**src/rtl/icache_pkg.sv**
```systemverilog
// icache_pkg: shared fill-controller types, line geometry and address helpers.
package icache_pkg;

    typedef enum logic [1:0] {
        IDLE,
        FILL,
        REPLAY
    } state_e;

    localparam int LINE_WORDS = 4;
    localparam int OFF_W      = $clog2(LINE_WORDS) + 2;

    // All-ones above the line offset; truncate to the address width at the use site.
    function automatic logic [63:0] line_mask(input int off);
        return ~64'd0 << off;
    endfunction

endpackage

```
**src/rtl/sat_counter.sv**
```systemverilog
// sat_counter: event counter that sticks at all-ones instead of wrapping.
module sat_counter #(
    parameter int WIDTH = 16
) (
    input  logic             clk,
    input  logic             rst,
    input  logic             inc,
    output logic [WIDTH-1:0] count
);

    logic [WIDTH-1:0] count_q;

    always_ff @(posedge clk) begin
        if (rst)
            count_q <= '0;
        else if (inc && !(&count_q))
            count_q <= count_q + 1'b1;
    end

    assign count = count_q;

endmodule

```
**src/rtl/icache_fill_ctrl.sv**
```systemverilog
// icache_fill_ctrl: stalls fetch on a miss, refills the line word by word over
// req/ack, validates it, and flushes IF/ID if a redirect overlapped the fill.
module icache_fill_ctrl #(
    parameter int LINE_WORDS = icache_pkg::LINE_WORDS,
    parameter int ADDR_W     = 32,
    parameter int DATA_W     = 32,
    parameter int CNT_W      = 16
) (
    input  logic              clk,
    input  logic              rst,
    input  logic              req_valid,
    input  logic [ADDR_W-1:0] req_addr,
    input  logic              hit,
    input  logic              pc_src,
    output logic              stall,
    output logic              flush,
    output logic              mem_req,
    output logic [ADDR_W-1:0] mem_addr,
    input  logic              mem_ack,
    input  logic [DATA_W-1:0] mem_rdata,
    output logic              fill_we,
    output logic [ADDR_W-1:0] fill_addr,
    output logic [DATA_W-1:0] fill_data,
    output logic              tag_we,
    output logic [CNT_W-1:0]  miss_count
);

    import icache_pkg::*;

    localparam int OFF  = $clog2(LINE_WORDS) + 2;
    localparam int WC_W = $clog2(LINE_WORDS);
    localparam logic [ADDR_W-1:0] MASK = ADDR_W'(line_mask(OFF));

    state_e            state_q;
    logic [ADDR_W-1:0] base_q;
    logic [WC_W-1:0]   wc_q;
    logic              redir_q;
    logic              flush_q;
    logic              miss;
    logic              last;

    assign miss = (state_q == IDLE) && req_valid && !hit;
    assign last = wc_q == WC_W'(LINE_WORDS - 1);

    always_ff @(posedge clk) begin
        if (rst) begin
            state_q <= IDLE;
            base_q  <= '0;
            wc_q    <= '0;
            redir_q <= 1'b0;
            flush_q <= 1'b0;
        end else begin
            flush_q <= 1'b0;
            case (state_q)
                IDLE: if (miss) begin
                    base_q  <= req_addr & MASK;
                    wc_q    <= '0;
                    state_q <= FILL;
                end
                FILL: begin
                    if (pc_src)
                        redir_q <= 1'b1;
                    if (mem_ack) begin
                        wc_q <= wc_q + 1'b1;
                        if (last)
                            state_q <= REPLAY;
                    end
                end
                REPLAY: begin
                    // A redirect in the replay cycle itself must still flush.
                    flush_q <= redir_q || pc_src;
                    redir_q <= 1'b0;
                    state_q <= IDLE;
                end
                default: state_q <= IDLE;
            endcase
        end
    end

    assign stall     = miss || (state_q != IDLE);
    assign flush     = flush_q;
    assign mem_req   = state_q == FILL;
    assign mem_addr  = base_q + (ADDR_W'(wc_q) << 2);
    assign fill_we   = mem_req && mem_ack;
    assign fill_addr = mem_addr;
    assign fill_data = mem_rdata;
    assign tag_we    = fill_we && last;

    sat_counter #(.WIDTH(CNT_W)) u_miss_cnt (
        .clk   (clk),
        .rst   (rst),
        .inc   (miss),
        .count (miss_count)
    );

endmodule

```
**config.mk**
```make
export PLATFORM = sky130hd
export DESIGN_NAME = icache_fill_ctrl
export DESIGN_NICKNAME = d
export VERILOG_FILES = /design/src/rtl/icache_pkg.sv /design/src/rtl/sat_counter.sv /design/src/rtl/icache_fill_ctrl.sv
export SDC_FILE = /design/constraint.sdc
export NUM_CORES = 1
export LEC_CHECK = 0
export ABC_AREA = 0
export CAP_MARGIN = 20
export CORE_MARGIN = 2
export CORE_UTILIZATION = 30
export CTS_CLUSTER_DIAMETER = 150
export CTS_CLUSTER_SIZE = 20
export DETAILED_ROUTE_END_ITERATION = 7
export PLACE_DENSITY = 0.72
export RECOVER_POWER = 50
export SLEW_MARGIN = 10
export SYNTH_ARGS = -nofsm -noshare
export SYNTH_HDL_FRONTEND = slang
export SYNTH_SLANG_ARGS = --single-unit
```
**constraint.sdc**
```tcl
create_clock -name clk -period 4.5 [get_ports clk]
set_input_delay 0.45 -clock clk [delete_from_list [all_inputs] [get_ports clk]]
set_output_delay 0.45 -clock clk [all_outputs]
set_load 0.01 [all_outputs]
```
### Yosys cells after proc, flatten, opt, wreduce, memory -nomap -nowiden

Cells that the tools add are included.

| cells by class | value |
|---|---|
| add/subtract/negate cells | 3 |
| multiply operators | 0 |
| div/mod/pow operators | 0 |
| $lt $le $gt $ge | 0 |
| equal/unequal tests | 7 |
| shift-type cells | 0 |
| multiplexer cells | 9 |
| bitwise operators | 1 |
| reduce and logical (&&, ||, !) cells | 19 |

Operator list:

| kind | count |
|---|---|
| adder 32 x 4 -> 32 bit | 1 |
| adder 16 x 1 -> 16 bit (second input constant) | 1 |
| AND reduction 16 bit | 1 |
| two-way mux 2 bit | 5 |
| case mux 2 bit (2 select lines) | 2 |
| AND reduction 3 bit | 2 |
| nonzero test 2 bit | 3 |
| logical AND 1 bit | 5 |
| == test 2 bit (second input constant) | 2 |
| != test 2 x 1 -> 1 bit (second input constant) | 2 |
| != test 2 bit (second input constant) | 2 |
| AND reduction 2 bit | 2 |
| adder 2 x 1 -> 2 bit (second input constant) | 1 |
| == test 2 x 1 -> 1 bit (second input constant) | 1 |
| zero test 1 bit | 2 |
| zero test 2 bit | 1 |
| logical OR 1 bit | 2 |
| case mux 1 bit (2 select lines) | 1 |
| OR reduction 2 bit | 1 |
| two-way mux 1 bit | 1 |
| NOT 1 bit | 1 |

| storage, ports and cells | value |
|---|---|
| bits in registers | 50 |
| latch bits | 0 |
| bits in writable memories | 0 |
| bits in read-only memories | 0 |
| input bits | 70 |
| output and inout port bits | 117 |
| logic and storage cells | 45 |
| memories | 0 |

### Logic depth before layout (Yosys ltp)

Gate-level depths: netlist of the first run.

| logic depth | value |
|---|---|
| depth after elaboration | 5 |
| mapped depth | 6 |

### Modules after synthesis

Synthesis of the first run repeated with hierarchy kept, for this count alone.

| second synthesis, totals | value |
|---|---|
| cells, all modules | 318 |
| area, all modules | 2577.5 um^2 |

Modules (own cells, without submodules):

| module | instances | cells an instance | area an instance (um^2) | seq. area each (um^2) |
|---|---|---|---|---|
| icache_fill_ctrl | 1 | 222 | 1744.2 | 680.7 |
| sat_counter | 1 | 96 | 833.3 | 320.3 |

### Least setup slack after synthesis of the first run

No wires, ideal clock.

| path | value |
|---|---|
| path type | flip-flop to flip-flop |
| start | reg u_miss_cnt.count_q[0] (netlist: u_miss_cnt.count[0]) |
| end | reg u_miss_cnt.count_q[0] (netlist: u_miss_cnt.count[0]) |
| data arrival time | 1.838 ns |
| data required time | 4.379 ns |
| slack | 2.542 ns |
| stages on the path, launching flop included | 7 |
| path buffers | 1 |
| clock period less this slack | 1.958 ns |
| cell sequence | dfxtp_1 > ha_1 > and4_1 > nor3b_1 > buf_2 > a21oi_1 > mux2_2 |

| on the way | value |
|---|---|
| cells in the longest elaborated chain, start to end | 3 |
| elaborated cells between the ends (all ways) | 4 |

Ends and longest elaborated chain:

| element | RTL line | text |
|---|---|---|
| start, declared | sat_counter.sv:11 | `logic [WIDTH-1:0] count_q;` |
| start signal, assigned | sat_counter.sv:17 | `count_q <= count_q + 1'b1;` |
| branches (longest 3 deep; another with adder 16 x 1 -> 16 bit) | -- |  |

Parallel ways; which one is timed is not known.
A chain may end at the register's enable or synchronous reset.

==> results of run 1 <==
-- logic make-up (layout without fill, tap and decap cells) --
family / Yosys count / count (layout) / share of synthesized area, %
AND/OR/NAND/NOR: 120 / 120 / 23.3
buffers and inverters: 84 / 127 / 22.0
AO/OA/AOI/OAI: 55 / 55 / 11.9
flip-flops: 50 / 50 / 39.1
multiplexers: 6 / 6 / 2.54
adder cells (fa/ha/maj): 2 / 2 / 0.977
other: 1 / 4 / 0.146
-- through the flow --
stage	hold WS, ps	power [mW]	utilization, %
detailed placement	465	0.624	40.0
CTS	477	0.899	41.1
global route	489	0.918	41.1
global placement	458	0.621	40.0
floorplan	466	0.580	-
finish	468	0.873	41.1
-- power breakdown --
group	total (mW)	internal (mW)	switching, mW
registers	0.468	0.457	0.0116
logic	0.136	0.0765	0.0596
clock network	0.269	0.124	0.145
total	0.873	0.658	0.216
-- placed cells by master, fill, tap and decap left out, drive strengths merged --
cell type      count
ha                 2
nor3b              1
or3                2
a21oi             42
and3               2
a22oi              2
nor3               1
dfxtp             50
and2               1
and4               2
clkinv             1
clkbuf             8
conb               4
mux2               4
inv                3
nor2b              6
o31ai              8
o21ai              2
or4                8
nor2              12
nand2             64
buf                2
dlygate4sd3       46
nand3              5
mux2i              2
nand2b             5
nor4               3
nand4              6
clkdlybuf4s50     67
and3b              1
a311oi             1
nor4b              1
-- layout make-up --
cell class                 instances  share of cell area (%)
tap                              105                    3.87
inverter                           3                   0.332
timing repair buffer             116                    33.9
clock buffer                       7                    2.55
clock inverter                     1                   0.148
multi-input combinational        187                    29.7
sequential                        50                    29.5
-- registers in the layout (all words and copies together) (netlist names) --
name	count
base_q	28
u_miss_cnt.count	16
state_q	2
wc_q	2
flush	1
redir_q	1
-- critical path, cell delays in order --
cell	delay (ps)
clkbuf_1	1710
nor2b_1	80
mux2_1	360
-- path summary, 6_finish.rpt --
check / end / slack, ps
min reg2reg: base_q[11] / 470
max reg2reg: u_miss_cnt.count[2] / 2340
min: base_q[11] / 470
max: u_miss_cnt.count[15] / 2080
-- metal layers --
| metal | wire length (µm) | GRT usage, % |
|---|---|---|
| met5 | 0 | 0 |
| met4 | 142 | 5.40 |
| met3 | 441 | 2.87 |
| met2 | 3120 | 22.5 |
| met1 | 2470 | 14.4 |
==> out/results.txt, run 1 <==
vias per cell - 4.75
DR vias - 2,227
layout cell share with drive strength beyond 1 - 4.12%
pre-CTS WS - 1730 ps
CTS tree - yes
Post-Syn Instances - 318
dpl hpwl - 4.40 mm
Initial Util - 31.0%
Ys Warns - 0
Clk Latency, worst-skew pair - 300 ps
GRT overflow - 0
Clock transition at path regs - 90 ps
Horiz. Die Dim - 96.4 µm
Worst EP arrival - 2610 ps
Crit. End Element - register
Startpoint Class - input pin
most numerous cell in the Yosys netlist - buf_4
Non-Filler Instances - 469
Slew @ Worst Pin - 2450 ps
WS Path Type - in2reg
initial antenna violation count - 0
wire length per cell - 13.2 µm
TritonRoute pass-1 iters - 4
Final min period - 2420 ps
Final period util - 53.7%
Crit Reg-Reg Startpoint - u_miss_cnt.count[1]
Main synth FF type - dfxtp_1
setup TNS - 0 ps
clock sink count - 50
hold_buf cts - 0
input/output buffers - 114
status - finished with violations
Die Y - 96.4 µm
Finished Cell Area - 3390 µm²
Synth Cell Area - 2560 µm²
Cell variety after synth - 34
RSZ-0062 raised after global routing - no
multi-input combinational cell area - 1010 µm²
post-synthesis sequential area ratio - 39.1%
ranking of synthesized cells by area - dfxtp_1 39%, buf_4 19%, nand2_1 9.2%, a21oi_1 8.2%, o31ai_1 2.3%
DRT antenna net count - 0
hold depth - 2
worst r2r path cells - 6
DIE AREA - 9290 µm²
Max Clock Freq - 0.414 GHz
Rows - 33
pin count of the biggest net entering global routing - 57
post-synth top area cell - dfxtp_1
PnR worst setup slack - 2080 ps
Detailed Route Iter0 Violations - 68
Residual DRC - 0
leak pwr - 1.29 nW
Rel. slew slack - -63.3%
H-tree depth - 2
max-slew violation count - 57
Worst Path Max Fanout - 56
fill cell count - 844
worst path required time - 4700 ps
Hold Vio Cnt, Final - 0
fin nets - 435
Inst Count DP - 461
CP startpoint - rst
Power per Cell Area - 258 nW/µm²
post-CTS setup buffers - 0
GRT Overall Usage - 12.6%
Clock Skews - 7.28 ps
Inserted Diodes - 0
Final setup viols - 0
CTS max path bufs - 2
first-pass GRT wire length - 9.25 mm
Placement Cell Area - 3300 µm²
Synth top cells by count - 66 x buf_4, 63 x nand2_1, 50 x dfxtp_1
mean post-synth cell area - 8.05 µm²
total CTS buffers - 5
hold crit path type - reg2reg
flops & latches, synth - 50
Resize count post-CTS - 0
root buffer cell - clkbuf_8
EDFF count, synth - 0
HP Start - base_q[11]
worst vdd ir - 0.104 mV
Placeable Area - 8260 µm²
Max-Cap Viols - 1
vias in the first global route - 2,043
Total Routed Length - 6.17 mm
area share of the largest cell type after synthesis - 39.1%
FF+latch area - 1000 µm²
IO Count - 187
asr flop ratio synth - 0%
synthesis-to-finish area growth - 32.5%
Final Wtd Congestion - 0.788
failing checks - capacitance limit, slew limit
No activity file was read; power rests on OpenSTA's default activity.
==> run 2: changes to the inputs <==
Settings changed: PLACE_DENSITY 0.72 to 0.75.
Clock period 4.5 ns to 2.04 ns, I/O delays scaled along.
==> out/results.txt, run 2 (same netlist as run 1, synthesis figures left out) <==
Residual DRC - 0
Clock transition at path regs - 90 ps
Worst Path Max Fanout - 5
worst vdd ir - 0.304 mV
leak pwr - 1.33 nW
Startpoint Class - register
first-pass GRT wire length - 9.34 mm
Horiz. Die Dim - 96.4 µm
overall power - 2.04 mW
DRT antenna net count - 0
Hold Vio Cnt, Final - 0
Detailed Route Iter0 Violations - 39
IO Count - 187
DR vias - 2,248
Total Routed Length - 6.22 mm
fill cell count - 820
commonest non-fill, non-tap cells in the layout - 73 x clkdlybuf4s50_1, 63 x nand2_1, 49 x dfxtp_1
Rows - 33
Clock Skews - 14.1 ps
Die Y - 96.4 µm
TritonRoute pass-1 iters - 4
WS Path Type - reg2out
pre-CTS WS - -23.4 ps
worst r2r dst - u_miss_cnt.count[0]
clock sink count - 50
Initial Util - 31.0%
Finished Cell Area - 3480 µm²
hold crit path type - in2out
input/output buffers - 114
Clk Latency, worst-skew pair - 300 ps
total CTS buffers - 5
vias per cell - 4.71
status - completed
Worst EP arrival - 1680 ps
HP Start - mem_rdata[11]
Rel. slew slack - 49.2%
Max-Cap Viols - 0
Crit. End Element - output pin
CTS max path bufs - 2
PnR worst setup slack - 151 ps
CP startpoint - state_q[1]
max FFs per register - 28
Final period util - 92.6%
wire length per cell - 13.0 µm
initial antenna violation count - 0
Slew @ Worst Pin - 762 ps
dpl hpwl - 4.55 mm
final core occ - 42.1%
most common cell after layout, fill and taps aside - clkdlybuf4s50_1
GRT overflow - 0
Inserted Diodes - 0
Inst Count DP - 470
CTS tree - yes
Non-Filler Instances - 477
vias in the first global route - 1,992
worst path required time - 1840 ps
Final setup viols - 0
pin count of the biggest net entering global routing - 39
layout cell share with drive strength beyond 1 - 6.99%
setup slack, reg-to-reg - 180 ps
root buffer cell - clkbuf_8
worst r2r path cells - 6
synthesis-to-finish area growth - 35.9%
Placeable Area - 8260 µm²
max-slew violation count - 0
RSZ-0062 raised after global routing - no
crit path capture - tag_we
Crit Reg-Reg Startpoint - u_miss_cnt.count[0]
DIE AREA - 9290 µm²
hold_buf cts - 0
H-tree depth - 2
Max Clock Freq - 0.529 GHz
Final Wtd Congestion - 0.820
GRT Overall Usage - 12.8%
fin nets - 444
Placement Cell Area - 3370 µm²
Power per Cell Area - 588 nW/µm²
Final min period - 1890 ps
Largest Register - base_q
-- run 2: cell count changes in the layout (fill, tap and decap cells not counted), moves of 2 or more --
cell,change
clkbuf_1,-2
clkbuf_2,+2
dlygate4sd3_1,-6
clkdlybuf4s50_1,+6
buf_4,+8
-- run 2: layout make-up --
cell class	count	area [µm²]	share of cell area (%)
inverters	3	11.3	0.324
clock buffers	6	82.6	2.37
multi-input cells	187	1010	28.9
flip-flops and latches	50	1000	28.8
repair buffers	125	1220	35.0
well taps	105	131	3.78
clock inverters	1	30.0	0.863
-- run 2: metal layers --
| layer | up-vias | GRT usage [%] | share of wire (%) | routed length [µm] |
|---|---|---|---|---|
| met5 | - | 0 | 0 | 0 |
| met4 | 0 | 4.11 | 1.3 | 79 |
| met3 | 10 | 3.10 | 7.9 | 489 |
| met2 | 109 | 23.4 | 50 | 3130 |
| met1 | 1023 | 14.4 | 41 | 2520 |
| li1 | 1106 | - | - | - |
-- run 2: worst max-delay path, stage by stage (launching register included) --
cell,delay [ps]
dfxtp_1,370
and3b_1,310
and2_1,170
clkdlybuf4s50_1,540
-- run 2: what timing repair did --
action | CTS | global route
setup buffers | 0 | 0
resized for setup | 0 | 1
setup endpoints to repair | 0 | 1
-- run 2: per-stage QoR --
step                      hold WS [ps]  TNS [ps]
after floorplan                    340         0
after global placement             408         0
after detailed placement           408     -23.4
after CTS                          408         0
after global routing               408         0
final                              408         0
-- run 2: how the worst min path moves through the flow --
stage / to / slack, ps / cells past startpoint
finish: fill_data[11] / 410 / 0
global placement: fill_data[12] / 410 / 0
CTS: fill_data[12] / 410 / 0
floorplan: base_q[10] / 340 / 2
global route: fill_data[27] / 410 / 0
detailed placement: fill_data[12] / 410 / 0
-- run 2: power breakdown --
group | switching, mW | internal [mW]
Sequential | 0.0233 | 1.01
Combinational | 0.137 | 0.176
Clock | 0.307 | 0.393
==> run 3: changes to the inputs <==
Settings changed: PLACE_DENSITY 0.75 to 0.86.
==> out/results.txt, run 3 (same netlist as run 1, synthesis figures left out) <==
Residual DRC - 0
fin nets - 443
DR vias - 2,255
H-tree depth - 2
Clk Latency, worst-skew pair - 300 ps
DRT antenna net count - 0
setup TNS - 0 ps
Finished Cell Area - 3440 µm²
Power per Cell Area - 552 nW/µm²
fill cell count - 822
commonest non-fill, non-tap cells in the layout - 75 x clkdlybuf4s50_1, 63 x nand2_1, 49 x dfxtp_1
max-slew violation count - 0
Rows - 33
max FFs per register - 28
Total Routed Length - 6.67 mm
CP Buf/Inv Count - 1
Largest Register - base_q
Clock transition at path regs - 90 ps
WS Path Type - reg2out
met2 wire len - 3.77 mm
Final period util - 95.9%
Placeable Area - 8260 µm²
Worst Path Max Fanout - 5
most common cell after layout, fill and taps aside - clkdlybuf4s50_1
synthesis-to-finish area growth - 34.3%
Final setup viols - 0
Slew @ Worst Pin - 671 ps
TritonRoute pass-1 iters - 4
status - completed
Max Clock Freq - 0.511 GHz
worst path required time - 1840 ps
Final Wtd Congestion - 0.760
final core occ - 41.6%
pre-CTS WS - 42.6 ps
wire length per cell - 14.0 µm
Detailed Route Iter0 Violations - 76
Inst Count DP - 469
Placement Cell Area - 3360 µm²
worst vdd ir - 0.284 mV
root buffer cell - clkbuf_8
clock sink count - 50
input/output buffers - 114
Initial Util - 31.0%
hold crit path type - in2reg
GRT overflow - 0
Hold Vio Cnt, Final - 0
Post-Route M1 WL - 2.50 mm
vias per cell - 4.74
RSZ-0062 raised after global routing - no
overall power - 1.90 mW
Max stage delay on crit path - 540 ps
top sig layer - met4
Non-Filler Instances - 476
Horiz. Die Dim - 96.4 µm
IO Count - 187
Max-Cap Viols - 0
first-pass GRT wire length - 9.95 mm
Rel. slew slack - 54.9%
vias in the first global route - 2,146
DIE AREA - 9290 µm²
Worst EP arrival - 1750 ps
Critical Path, Cell by Cell - and3b_1, and2_1, clkdlybuf4s50_1
initial antenna violation count - 0
Inserted Diodes - 0
PnR worst setup slack - 84.6 ps
Critical Path Slowest Stage Cell - clkdlybuf4s50_1
CTS tree - yes
total CTS buffers - 5
Die Y - 96.4 µm
CTS max path bufs - 2
GRT Overall Usage - 13.6%
Hold Worst Slack - 362 ps
dpl hpwl - 5.04 mm
WL met3 - 320 µm
Final min period - 1960 ps
kind of cell adding the most delay to the critical path - buffers and inverters
leak pwr - 1.30 nW
pin count of the biggest net entering global routing - 29
layout cell share with drive strength beyond 1 - 6.74%
Startpoint Class - register
Clock Skews - 6.63 ps
Crit. End Element - output pin
-- run 3: final timing paths --
kind | startpoint | endpoint | slack (ps) | cells after the start
setup / recovery | state_q[1] | tag_we | 80 | 3
setup reg to reg | u_miss_cnt.count[0] | u_miss_cnt.count[0] | 190 | 6
hold / removal | rst | u_miss_cnt.count[13] | 360 | 2
hold reg to reg | base_q[4] | base_q[4] | 470 | 2
-- run 3: metal layers --
layer / up-vias / global-route usage (%)
li1: 1100 / -
met3: 7 / 1.86
met2: 71 / 27.1
met1: 1077 / 14.3
met5: - / 0
met4: 0 / 4.81
-- run 3: area by class of cell --
cell class                      instances  area [µm²]  share of cell area, %
Sequential cell                        50        1000                   29.1
Inverter                                3        11.3                  0.328
Multi-Input combinational cell        187        1010                   29.3
Clock inverter                          2        10.0                  0.291
Timing Repair Buffer                  124        1210                   35.2
Tap cell                              105         131                   3.82
Clock buffer                            5        68.8                   2.00
-- run 3: where the power goes --
| part | internal (mW) | leakage [nW] | total [mW] | switching, mW |
|---|---|---|---|---|
| Sequential | 1.01 | 0.407 | 1.03 | 0.0250 |
| Combinational | 0.178 | 0.853 | 0.316 | 0.138 |
| Clock | 0.231 | 0.0438 | 0.551 | 0.320 |
| Total | 1.42 | 1.30 | 1.90 | 0.483 |
-- run 3: what timing repair did --
item	CTS	global route
hold buffers	0	0
setup endpoints to repair	0	1
gates resized for setup	0	1
buffers inserted	0	0
